[config.mk]
export PLATFORM = sky130hd
export DESIGN_NAME = rom_loader
export DESIGN_NICKNAME = d
export VERILOG_FILES = /design/src/rtl/rom_loader_pkg.sv /design/src/rtl/rom_loader_fifo.sv /design/src/rtl/rom_loader.sv
export SDC_FILE = /design/constraint.sdc
export NUM_CORES = 1
export LEC_CHECK = 0
export BUFFER_PORTS_ARGS = -buffer_cell sky130_fd_sc_hd__clkbuf_2
export CAP_MARGIN = 10
export CELL_PAD_IN_SITES_DETAIL_PLACEMENT = 1
export CELL_PAD_IN_SITES_GLOBAL_PLACEMENT = 2
export CORE_UTILIZATION = 43
export DETAILED_ROUTE_END_ITERATION = 10
export GPL_ROUTABILITY_DRIVEN = 0
export GPL_TIMING_DRIVEN = 0
export MAX_ROUTING_LAYER = met4
export PLACE_DENSITY_LB_ADDON = 0.08
export SYNTH_ARGS = -nofsm -noshare
export SYNTH_HDL_FRONTEND = slang
export SYNTH_SLANG_ARGS = --single-unit
[constraint.sdc]
create_clock -name clk_sys -period 3 [get_ports clk_sys]
set_input_delay 0.3 -clock clk_sys [delete_from_list [all_inputs] [get_ports clk_sys]]
set_output_delay 0.3 -clock clk_sys [all_outputs]
set_load 0.005 [all_outputs]
[src/rtl/rom_loader_pkg.sv]
// Shared types and constants for the ioctl-to-SDRAM ROM loader.
package rom_loader_pkg;

  localparam int unsigned ADDR_W = 23;
  localparam int unsigned BANK_W = 2;
  localparam int unsigned DATA_W = 8;
  localparam int unsigned PAGE_W = 9;

  localparam logic [PAGE_W-1:0] PAGE_SYS0 = 9'h000;
  localparam logic [PAGE_W-1:0] PAGE_SYS1 = 9'h100;
  localparam logic [PAGE_W-1:0] PAGE_SYS2 = 9'h107;
  localparam logic [PAGE_W-1:0] PAGE_SYS3 = 9'h1FF;
  localparam logic [PAGE_W-1:0] PAGE_BAD  = 9'h1EE;

  localparam logic [7:0] CHAR_Z    = 8'h5A;
  localparam logic [7:0] CHAR_ZERO = 8'h30;

  typedef struct packed {
    logic [ADDR_W-1:0] addr;
    logic [BANK_W-1:0] bank;
    logic [DATA_W-1:0] data;
  } fifo_entry_t;

  typedef enum logic [1:0] {
    ST_IDLE,
    ST_LOAD,
    ST_DRAIN
  } state_t;

  // Returns {valid, nibble} for an upper-case hex character.
  function automatic logic [4:0] hex_decode(input logic [7:0] c);
    logic [4:0] r;
    r = '0;
    if (c >= 8'h30 && c <= 8'h39) begin
      r = {1'b1, 4'(c - 8'h30)};
    end else if (c >= 8'h41 && c <= 8'h46) begin
      r = {1'b1, 4'(c - 8'h37)};
    end
    return r;
  endfunction

endpackage

[src/rtl/rom_loader_fifo.sv]
// Synchronous FIFO of loader entries; push and pop may coincide, even when full.
module rom_loader_fifo
  import rom_loader_pkg::*;
#(
  parameter int unsigned DEPTH = 4
) (
  input  logic        clk_sys,
  input  logic        reset_n,
  input  logic        push,
  input  fifo_entry_t push_data,
  input  logic        pop,
  output fifo_entry_t head_c,
  output logic        empty_c,
  output logic        full_c,
  output logic        push_ok_c
);

  localparam int unsigned PTR_W = (DEPTH > 1) ? $clog2(DEPTH) : 1;
  localparam int unsigned CNT_W = PTR_W + 1;

  fifo_entry_t        store [DEPTH];
  logic [PTR_W-1:0]   wr_ptr;
  logic [PTR_W-1:0]   rd_ptr;
  logic [CNT_W-1:0]   count;
  logic               pop_ok;

  assign empty_c   = (count == '0);
  assign full_c    = (count == CNT_W'(DEPTH));
  assign pop_ok    = pop && !empty_c;
  assign push_ok_c = push && (!full_c || pop_ok);
  assign head_c    = store[rd_ptr];

  always_ff @(posedge clk_sys or negedge reset_n) begin
    if (!reset_n) begin
      for (int i = 0; i < int'(DEPTH); i++) store[i] <= '0;
      wr_ptr <= '0;
      rd_ptr <= '0;
      count  <= '0;
    end else begin
      if (push_ok_c) begin
        store[wr_ptr] <= push_data;
        wr_ptr        <= PTR_W'(wr_ptr + PTR_W'(1));
      end
      if (pop_ok) rd_ptr <= PTR_W'(rd_ptr + PTR_W'(1));
      case ({push_ok_c, pop_ok})
        2'b10:   count <= CNT_W'(count + CNT_W'(1));
        2'b01:   count <= CNT_W'(count - CNT_W'(1));
        default: count <= count;
      endcase
    end
  end

endmodule

[src/rtl/rom_loader.sv]
// ioctl download to SDRAM boot-write loader with expansion ROM presence map.
// Optional build macro: ROM_LOADER_COMBO_EN enables the "Z0" combo page switch.
module rom_loader
  import rom_loader_pkg::*;
#(
  parameter int unsigned FIFO_DEPTH = 4
) (
  input  logic              clk_sys,
  input  logic              reset_n,
  input  logic              ioctl_download,
  input  logic              ioctl_wr,
  input  logic [24:0]       ioctl_addr,
  input  logic [7:0]        ioctl_dout,
  input  logic [7:0]        ioctl_index,
  input  logic [31:0]       ioctl_file_ext,
  input  logic              model,
  output logic              mem_req,
  output logic [ADDR_W-1:0] mem_addr,
  output logic [BANK_W-1:0] mem_bank,
  output logic [DATA_W-1:0] mem_din,
  input  logic              mem_ack,
  input  logic [7:0]        map_addr,
  output logic              map_hit,
  output logic              busy,
  output logic              overflow
);

  state_t            state, state_next;
  logic              dl_q, wr_q, dl_rise, wr_rise;
  logic              decode_en, capture_en;
  logic [PAGE_W-1:0] page, page_dec;
  logic              cap_valid, cap_hit;
  fifo_entry_t       cap_entry, head;
  logic [PAGE_W-1:0] a_hi;
  logic [BANK_W-1:0] bank_sel;
  logic [10:0]       sys_grp;
  logic              fifo_empty, fifo_full, push_ok;
  logic [255:0]      rom_map;
  logic [4:0]        hex_hi, hex_lo;
  logic              unused_ext;
`ifdef ROM_LOADER_COMBO_EN
  logic              combo, combo_dec;
`endif

  assign unused_ext = ^ioctl_file_ext[31:16];
  assign dl_rise    = ioctl_download && !dl_q;
  assign wr_rise    = ioctl_wr && !wr_q;

  always_ff @(posedge clk_sys or negedge reset_n) begin
    if (!reset_n) begin
      state <= ST_IDLE;
      dl_q  <= 1'b0;
      wr_q  <= 1'b0;
    end else begin
      state <= state_next;
      dl_q  <= ioctl_download;
      wr_q  <= ioctl_wr;
    end
  end

  always_comb begin
    state_next = state;
    case (state)
      ST_IDLE:  if (dl_rise) state_next = ST_LOAD;
      ST_LOAD:  if (!ioctl_download) state_next = ST_DRAIN;
      ST_DRAIN: begin
        if (dl_rise) state_next = ST_LOAD;
        else if (fifo_empty && !cap_valid) state_next = ST_IDLE;
      end
      default:  state_next = ST_IDLE;
    endcase
  end

  always_comb begin
    decode_en  = 1'b0;
    capture_en = 1'b0;
    case (state)
      ST_IDLE:  decode_en  = dl_rise;
      ST_LOAD:  capture_en = wr_rise;
      ST_DRAIN: decode_en  = dl_rise;
      default:  ;
    endcase
  end

  // Extension decode: each valid hex character overrides its nibble of the default page.
  assign hex_hi = hex_decode(ioctl_file_ext[15:8]);
  assign hex_lo = hex_decode(ioctl_file_ext[7:0]);

  always_comb begin
    page_dec = PAGE_BAD;
`ifdef ROM_LOADER_COMBO_EN
    combo_dec = 1'b0;
`endif
    if (ioctl_file_ext[15:8] == CHAR_Z && ioctl_file_ext[7:0] == CHAR_Z) begin
      page_dec = '0;
    end else if (ioctl_file_ext[15:8] == CHAR_Z && ioctl_file_ext[7:0] == CHAR_ZERO) begin
      page_dec = '0;
`ifdef ROM_LOADER_COMBO_EN
      combo_dec = 1'b1;
`endif
    end else begin
      if (hex_hi[4]) page_dec[7:4] = hex_hi[3:0];
      if (hex_lo[4]) page_dec[3:0] = hex_lo[3:0];
    end
  end

  always_ff @(posedge clk_sys or negedge reset_n) begin
    if (!reset_n) begin
      page <= PAGE_BAD;
`ifdef ROM_LOADER_COMBO_EN
      combo <= 1'b0;
`endif
    end else if (decode_en) begin
      page <= page_dec;
`ifdef ROM_LOADER_COMBO_EN
      combo <= combo_dec;
    end else if (combo && push_ok && cap_entry.addr[13:0] == 14'h3FFF) begin
      page  <= PAGE_SYS3;
      combo <= 1'b0;
`endif
    end
  end

  // Address mapping: fixed system layout for index 0, page-relative otherwise.
  always_comb begin
    sys_grp  = ioctl_addr[24:14];
    cap_hit  = 1'b1;
    a_hi     = '0;
    bank_sel = '0;
    if (ioctl_index == 8'd0) begin
      cap_hit  = (sys_grp < 11'd8);
      bank_sel = {1'b0, sys_grp[2]};
      case (sys_grp[1:0])
        2'd0:    a_hi = PAGE_SYS0;
        2'd1:    a_hi = PAGE_SYS1;
        2'd2:    a_hi = PAGE_SYS2;
        default: a_hi = PAGE_SYS3;
      endcase
    end else begin
      a_hi     = {page[8], 8'(page[7:0] + ioctl_addr[21:14])};
      bank_sel = {1'b0, model};
    end
  end

  always_ff @(posedge clk_sys or negedge reset_n) begin
    if (!reset_n) begin
      cap_valid <= 1'b0;
      cap_entry <= '0;
    end else begin
      cap_valid <= capture_en && cap_hit;
      if (capture_en) begin
        cap_entry.addr <= {a_hi, ioctl_addr[13:0]};
        cap_entry.bank <= bank_sel;
        cap_entry.data <= ioctl_dout;
      end
    end
  end

  rom_loader_fifo #(
    .DEPTH(FIFO_DEPTH)
  ) u_fifo (
    .clk_sys  (clk_sys),
    .reset_n  (reset_n),
    .push     (cap_valid),
    .push_data(cap_entry),
    .pop      (mem_ack),
    .head_c   (head),
    .empty_c  (fifo_empty),
    .full_c   (fifo_full),
    .push_ok_c(push_ok)
  );

  assign mem_req  = !fifo_empty;
  assign mem_addr = head.addr;
  assign mem_bank = head.bank;
  assign mem_din  = head.data;

  always_ff @(posedge clk_sys or negedge reset_n) begin
    if (!reset_n) begin
      busy     <= 1'b0;
      overflow <= 1'b0;
      rom_map  <= '0;
      map_hit  <= 1'b0;
    end else begin
      busy <= (state_next != ST_IDLE);
      if (dl_rise) overflow <= 1'b0;
      else if (cap_valid && fifo_full && !push_ok) overflow <= 1'b1;
      if (push_ok && cap_entry.addr[22]) rom_map[cap_entry.addr[21:14]] <= 1'b1;
      map_hit <= rom_map[map_addr];
    end
  end

endmodule
Word level (Yosys, flattened, before mapping)
Index checks and enable logic that the tools add are counted.

Bits in registers: 445. Output and inout bits: 37.

Add/sub/neg operators: 9. $lt $le $gt $ge: 15. Equality and inequality tests: 10. Mux-type cells: 33. Bitwise logic cells: 3. Reductions and logical operators: 32.

Operator list (number): OR 256 bit (1); bitwise mux 132 bit (1); 2-to-1 mux 33 bit (3); binary-select mux 33 bit (select 2 bit) (1); demux 33 bit (select 2 bit) (1); case mux 9 bit (3 select lines) (1); 2-to-1 mux 5 bit (4); < comparator 8 x 9 -> 1 bit (second input constant) (2); 2-to-1 mux 9 bit (2); logical AND 1 bit (17); == test 8 x 7 -> 1 bit (second input constant) (2); greater-or-equal comparator 8 x 6 -> 1 bit (second input constant) (2); greater-or-equal comparator 8 x 7 -> 1 bit (second input constant) (2); less-or-equal comparator 8 x 6 -> 1 bit (second input constant) (2); less-or-equal comparator 8 x 7 -> 1 bit (second input constant) (2); < comparator 11 x 4 -> 1 bit (second input constant) (1); 2-to-1 mux 1 bit (9); adder 8 bit (1); binary-select mux 1 bit (select 8 bit) (1); demux 1 bit (select 8 bit) (1); == test 8 x 6 -> 1 bit (second input constant) (1); greater-or-equal comparator 8 x 1 -> 1 bit (second input constant) (1); logical NOT 8 bit (1); 2-to-1 mux 2 bit (4); other kinds (21) (39).

Depth between registers and ports, before layout
Gate-level depths: netlist of run 1.

Word-level depth: 9. Gate-level depth with buffers: 11. Depth with buffers taken out: 10.

By module
From an unflattened synthesis of run 1, not the netlist that was laid out.

Cell total of the unflattened synthesis: 1485. Area, all modules: 19772.7 um^2.

By module, submodules not included: rom_loader (times used 1, cells each 1126, area each 13616.8 um^2, seq. area each 7641.1 um^2); rom_loader_fifo (times used 1, cells each 359, area each 6155.9 um^2, seq. area each 3478.3 um^2).

Least setup slack after synthesis of run 1
OpenSTA, ideal clock, no wires.

Path type: input-to-reg. Start point: input port map_addr[0]. End point: register map_hit. Setup time: 0.142 ns. Arrival: 2.006 ns. Data required time: 2.858 ns. Path slack: 0.852 ns. Stages on the path: 11. Path buffers: 5. Cell sequence: buf_6 -> buf_12 -> buf_6 -> buf_4 -> buf_2 -> mux2i_1 -> o22ai_1 -> nor4b_1 -> o211ai_1 -> nand4_1 -> o2111ai_1.

Longest elaborated chain between the ends: 2.

RTL lines: from (decl) (RTL line rom_loader.sv:22) `input logic [7:0] map_addr,`; binary-select mux 1 bit (select 8 bit) (RTL line rom_loader.sv:189) `map_hit <= rom_map[map_addr];`; 2-to-1 mux 1 bit (implied by the code) (RTL line rom_loader.sv:189); to (signal assigned) (RTL line rom_loader.sv:189); to (decl) (RTL line rom_loader.sv:23) `output logic map_hit,`.

Every way passes these cells. The select of a mux whose other input is x is not followed. A chain may end at the register's enable or synchronous reset.

Final worst setup path of run 1
Start point: register u_fifo.count[2]. End point: register rom_map[71].

Longest elaborated chain between the ends: 6.

RTL lines: from (decl) (RTL line rom_loader_fifo.sv:24) `logic [CNT_W-1:0] count;`; from (signal assigned) (RTL line rom_loader_fifo.sv:46) `2'b10: count <= CNT_W'(count + CNT_W'(1));`; from (signal assigned) (RTL line rom_loader_fifo.sv:47) `2'b01: count <= CNT_W'(count - CNT_W'(1));`; from (signal assigned) (RTL line rom_loader_fifo.sv:48) `default: count <= count;`; logical NOT 3 bit (RTL line rom_loader_fifo.sv:27) `assign empty_c = (count == '0);`; logical NOT 1 bit (RTL line rom_loader_fifo.sv:29) `assign pop_ok = pop && !empty_c;`; logical AND 1 bit (RTL line rom_loader_fifo.sv:29); logical OR 1 bit (*) (RTL line rom_loader_fifo.sv:30) `assign push_ok_c = push && (!full_c || pop_ok);`; logical AND 1 bit (*) (RTL line rom_loader_fifo.sv:30); logical AND 1 bit (*) (RTL line rom_loader.sv:188) `if (push_ok && cap_entry.addr[22]) rom_map[cap_entry.addr[21:14]] <= 1'b1;`; to (signal assigned) (RTL line rom_loader.sv:182) `rom_map <= '0;`; to (signal, indexed assignment) (RTL line rom_loader.sv:188); to (decl) (RTL line rom_loader.sv:38) `logic [255:0] rom_map;`.

Every way passes the cells marked *; elsewhere a longest branch is shown, timed or not.

==> results of run 1 <==
[per-layer routing]
layer  GRT usage  share of wire
met5           -              0
met1       0.337           0.46
met2       0.396           0.48
met4      0.0833          0.030
met3      0.0363          0.033
[state kept, by name, summed over array words and instances, names as in the netlist]
register	flops
u_fifo.count	3
state	2
map_hit	1
busy	1
overflow	1
u_fifo.rd_ptr	2
rom_map	256
u_fifo.store	128
u_fifo.wr_ptr	2
wr_q	1
dl_q	1
page	9
cap_entry	32
cap_valid	1
[through the flow]
stage / worst slack (ps) / cells / instance area, um^2 / utilization
final: 147 / 2286 / 22800 / 0.514
after global routing: -9.73 / 2286 / 22800 / 0.514
after CTS: 2.06 / 2286 / 22800 / 0.514
after detailed placement: -254 / 2173 / 20800 / 0.469
after global placement: -8400 / 2168 / 20700 / 0.466
after floorplan: 852 / 1472 / 19400 / -
[cell usage in the layout, fill, tap and decap left out, types with 4 or more instances in the layout]
master	Yosys	layout
bufinv_16	0	6
inv_1	17	17
dfstp_2	7	7
a21oi_1	17	17
o21bai_1	64	64
clkbuf_8	0	13
mux4_1	7	7
mux2_2	128	128
nor3b_1	5	4
ha_1	22	22
nor4_1	14	14
dlygate4sd3_1	0	25
nor3_1	12	11
nand3_1	16	16
o31ai_1	4	4
o21ai_0	27	27
buf_16	0	4
clkinv_2	0	8
xnor2_1	6	6
buf_1	17	14
clkbuf_1	55	64
nor2_1	62	62
a22o_1	4	4
clkbuf_16	0	51
clkbuf_2	0	103
buf_2	13	15
buf_4	9	9
nand2_1	114	114
a21o_1	193	193
o22ai_1	23	23
nand2b_1	10	10
mux4_2	67	67
xor2_1	4	4
nand4_1	4	4
nor2b_1	12	12
dfrtp_1	433	433
or3_1	6	6
mux2i_1	64	64
[path summary, 6_finish.rpt]
check	to	cells past startpoint	startpoint	slack, ps
min reg2reg	rom_map[222]	1	rom_map[222]	450
max reg2reg	rom_map[71]	9	u_fifo.count[2]	150
min	cap_entry[8]	3	model	40
max	rom_map[71]	9	u_fifo.count[2]	150
max in group asynchronous	rom_map[223]	4	reset_n	1310
min in group asynchronous	rom_map[137]	2	reset_n	290
[layout make-up]
type	count	area, um^2	share of cell area
clock buffer	72	1480	0.0646
timing repair buffer	134	901	0.0395
sequential	440	11000	0.483
tap	592	741	0.0325
multi-input combinational	917	7920	0.347
buffer	98	459	0.0201
inverter	17	63.8	0.00280
clock inverter	16	249	0.0109
[worst max-delay path: stages, from the launching register on]
cell and delay [ps]:
dfrtp_1 390, nor4b_1 170, nor2b_1 240, buf_2 300, nand2_1 90, nor2_1 90
nand2_1 110, nor3_1 870, buf_2 370, a21o_1 150
[cell families (layout without fill, tap and decap cells)]
group / after synthesis / after routing
flip-flops: 440 / 440
AND/OR/NAND/NOR: 271 / 271
AO/OA/AOI/OAI: 345 / 345
adder cells (fa/ha/maj): 24 / 24
other: 1 / 1
multiplexers: 266 / 266
XOR/XNOR: 10 / 10
buffers and inverters: 115 / 337
[repair_timing]
item | in CTS | in global routing
setup buffers | 0 | 0
cloned | 0 | 0
endpoints found under the setup margin | 28 | 25
hold buffers | 25 | 0
gates resized for setup | 10 | 4
hold endpoints to repair | 98 | 0
[report_power, final]
part / switching [W] / internal, W
sequential: 0.000621 / 0.00701
clock: 0.00251 / 0.00392
combinational: 0.00223 / 0.00188
==> impl_metrics.ini, run 1 <==
[place]
place_hpwl_um = 36000
portBuffers = 104

[floorplan]
start_util = 0.438
die_h_um = 215
core_area_um2 = 44400
io_pins = 124
fp-row-count = 77
die-area_um2 = 46100
dieWidth_um = 215

[sta]
fin_tns_setup_ps = 0
hold_viol = 0
rsz0062_at_grt = true
finalCriticalPeriod_ps = 2850
setup_violations = 0
layout_worst_path_cycle_share = 0.951
tightest_slew_ps = 1110
skew_ps = 26.8
timing.hold.ws_ps = 43.6
slew_viol_final = 0
max_freq_mhz = 351
slew_headroom = 0.256

[finish]
fill_cells = 4513
area_delta_synth_final_pct = 17.4
n_antenna_cell = 0
nets = 1769
drive_gt1_frac = 0.252

[grt]
grt_pass1_vias = 14200
gr-usage-all-layers = 0.252
antenna_found_initial = 0
globalRouteOverflowTotal = 0
grt_pass1_wl_um = 86200
grt_max_degree = 110

[logic_synthesis]
synthArstFlopShare = 1.00
synth_seq_area_share = 0.567
yosysMostFrequentCell = dfrtp_1
synth_area_um2 = 19400
synthesis.instances = 1472
synth_top_cell_by_area = dfrtp_1
yosys.area_share.simple = 0.0647
synth_edf_count = 0
synthAdderAreaFrac = 0.0162
synth_area_leaders = dfrtp_1 56%, mux4_2 7.8%, a21o_1 7.5%, mux2_2 7.4%, mux2i_1 3.3%
synth.net_count = 1583
yosys_warnings = 0
synth_seq_cells = 440
synth_flop_cell = dfrtp_1
synth_xor_area_frac = 0.00451
yosysUniqueCellTypes = 56
synth-compound-area-share = 0.127
synth_top_area_share = 0.557
synthMuxAreaShare = 0.194
yosys-top-cells-count = 433 x dfrtp_1, 193 x a21o_1, 128 x mux2_2
avgSynthCellArea_um2 = 13.2
synth_top_family_by_area = multiplexers

[detailed_routing]
drt_first_pass_iters = 4
vias = 12800
wl_um = 53600
first_iter_violations = 791
via_per_inst = 5.59
final_antenna_net_count = 0
wire_per_inst_um = 23.4
route.detailed.drc = 0

[clock_tree]
cts_sinks = 440
cts-buffers-inserted = 50
cts_tree = built
htreeDepth = 2
root_buffer = clkbuf_16
worstSkewPairLatency_ps = 610
clkTransAtPathRegs_ps = 60
cts_buffer_depth = 3

[power]
finalPower_w = 0.0182
peakVddDrop_v = 0.000592
p_per_area_nw_per_um2 = 796
p_leak_nw = 12.4

[worst_setup_path]
cp-end-kind = register
cp.arrival_ps = 3380
crit_required_ps = 3530
crit_type = reg2reg
cp-start-kind = register
crit_fanout = 10

[min_path]
min_path_type = in2reg

[status]
status = finished clean

[flow_run]
cap_violations = 0
Power figures use the tool's default switching activity.
==> inputs of run 2 (changes only) <==
MAX_ROUTING_LAYER = unset   (was met4)
RECOVER_POWER = 50   (was unset)
==> run 2 against run 1 <==
  * The run now ends with max-capacitance violations, max-slew violations left
  * Utilization is essentially flat
  * Worst hold slack about the same
  * Clock power hardly changed
  * Maximum frequency increased by 0.57%
  * Critical path type unchanged
==> impl_metrics.ini, run 2 (synthesis gave the netlist of run 1 again) <==
[status]
status = finished, violations left
violations = max-capacitance violations, max-slew violations

[finish]
nets = 1769
multiInputGateArea_um2 = 7920
postLayoutCellArea_um2 = 22800
fin_cells = 2286
largest_reg_flops = 256
drive_gt1_frac = 0.249
top_register = rom_map
area_delta_synth_final_pct = 17.3
seqCellArea_um2 = 11000
fill_cells = 4514
n_antenna_cell = 0
final_util = 0.513
final_cell_mix = 433 x dfrtp_1, 193 x a21o_1, 128 x mux2_2, 114 x nand2_1, 100 x clkbuf_2
top_regs = rom_map (256), u_fifo.store (128), cap_entry (32)
layout_commonest_cell = dfrtp_1

[worst_setup_path]
crit_type = reg2reg
cp.depth = 9
cpPeakStageDelay_ps = 880
cp.arrival_ps = 3370
cp-end-kind = register
crit_required_ps = 3530
slowest_stage = nor3_1
rr_worst_depth = 9
crit_buf_inv = 2
crit_fanout = 10
cp-start-kind = register
cp_top_family = simple AND/OR/NAND/NOR gates
cp_cell_sequence = nor4b_1, nor2b_1, buf_2, nand2_1, nor2_1, nand2_1, nor3_1, buf_2, a21o_1

[sta]
finalCriticalPeriod_ps = 2840
skew_ps = 26.4
rsz0062_at_grt = true
tightest_slew_ps = 1890
hold_viol = 0
slew_viol_final = 73
max_freq_mhz = 352
setup_violations = 0
slew_headroom = -0.257
timing.hold.ws_ps = 43.3
fin_tns_setup_ps = 0
layout_worst_path_cycle_share = 0.946

[clock_tree]
clkTransAtPathRegs_ps = 60
cts_sinks = 440
postCtsSetupBuffers = 0
cts_tree = built
cts-buffers-inserted = 50
cts_buffer_depth = 3
root_buffer = clkbuf_16
htreeDepth = 2
worstSkewPairLatency_ps = 610

[detailed_routing]
route.detailed.drc = 0
wire_per_inst_um = 23.4
via_per_inst = 5.58
drt_first_pass_iters = 5
vias = 12800
first_iter_violations = 750
wl_um = 53500
final_antenna_net_count = 0

[grt]
globalRouteOverflowTotal = 0
gr-usage-all-layers = 0.244
grt_pass1_wl_um = 86100
grt_pass1_vias = 14300
antenna_found_initial = 0
grt_max_degree = 110

[min_path]
whs_path_depth = 3
min_path_type = in2reg

[power]
p_per_area_nw_per_um2 = 796
comb_power_share = 0.226
switchingPower_w = 0.00535
peakVddDrop_v = 0.000592
clock_power_share = 0.353
swShare = 0.295
p_int_w = 0.0128
p_leak_nw = 12.4
pwr-share-seq = 0.420

[flow_run]
cap_violations = 1

[floorplan]
die_h_um = 215
io_pins = 124
core_area_um2 = 44400
start_util = 0.438
die-area_um2 = 46100
fp-row-count = 77
dieWidth_um = 215

[place]
place_hpwl_um = 36000
portBuffers = 104
placed_area_um2 = 20800
dp_cells = 2173
## run 2: final cells by class
type / count / share of cell area
flip-flops and latches: 440 / 0.483
multi-input cells: 917 / 0.347
clock buffers: 72 / 0.0647
repair buffers: 134 / 0.0386
well taps: 592 / 0.0325
plain buffers: 98 / 0.0201
clock inverters: 16 / 0.0109
inverters: 17 / 0.00280
## run 2: final timing paths
check | end | start | slack, ps
max in group asynchronous | page[6] | reset_n | 470
setup / recovery | rom_map[76] | u_fifo.count[2] | 160
hold reg to reg | rom_map[222] | rom_map[222] | 450
hold / removal | cap_entry[8] | model | 40
min in group asynchronous | rom_map[137] | reset_n | 760
setup reg to reg | rom_map[76] | u_fifo.count[2] | 160
## run 2: through the flow
stage          setup WS, ps  total power, W
5_1_grt               -9.76          0.0191
6_report                163          0.0182
3_3_place_gp          -8400          0.0117
4_1_cts                2.06          0.0184
2_1_floorplan           852          0.0101
3_5_place_dp           -254          0.0119
## run 2: what timing repair did
action / CTS / global route
endpoints found under the hold margin: 98 / 0
cloned: 0 / 0
hold buffers: 25 / 0
setup endpoints to repair: 28 / 25
resized for setup: 10 / 4
## run 2: per-layer routing
| layer | routed length [um] | global-route usage | vias up |
|---|---|---|---|
| met5 | 0 | 0 | - |
| met4 | 1590 | 0.0833 | 0 |
| met3 | 1950 | 0.0367 | 86 |
| met2 | 25800 | 0.396 | 208 |
| met1 | 24200 | 0.337 | 6765 |
| li1 | - | - | 5707 |
## run 2: power groups by stage
stage / registers, W / logic (W) / clock network [W]
after floorplan: 0.00750 / 0.00264 / 0
after global placement: 0.00767 / 0.00403 / 0
after detailed placement: 0.00772 / 0.00415 / 0
after CTS: 0.00762 / 0.00421 / 0.00658
after global routing: 0.00778 / 0.00451 / 0.00678
final: 0.00763 / 0.00411 / 0.00641
## run 2: worst register-to-register path: cells and delay by family (launching register included)
| family | cells | cell delay (ps) |
|---|---|---|
| and+or+nand+nor | 6 | 1580 |
| buffers and inverters | 2 | 660 |
| DFF | 1 | 390 |
| AOI/OAI and AO/OA | 1 | 150 |
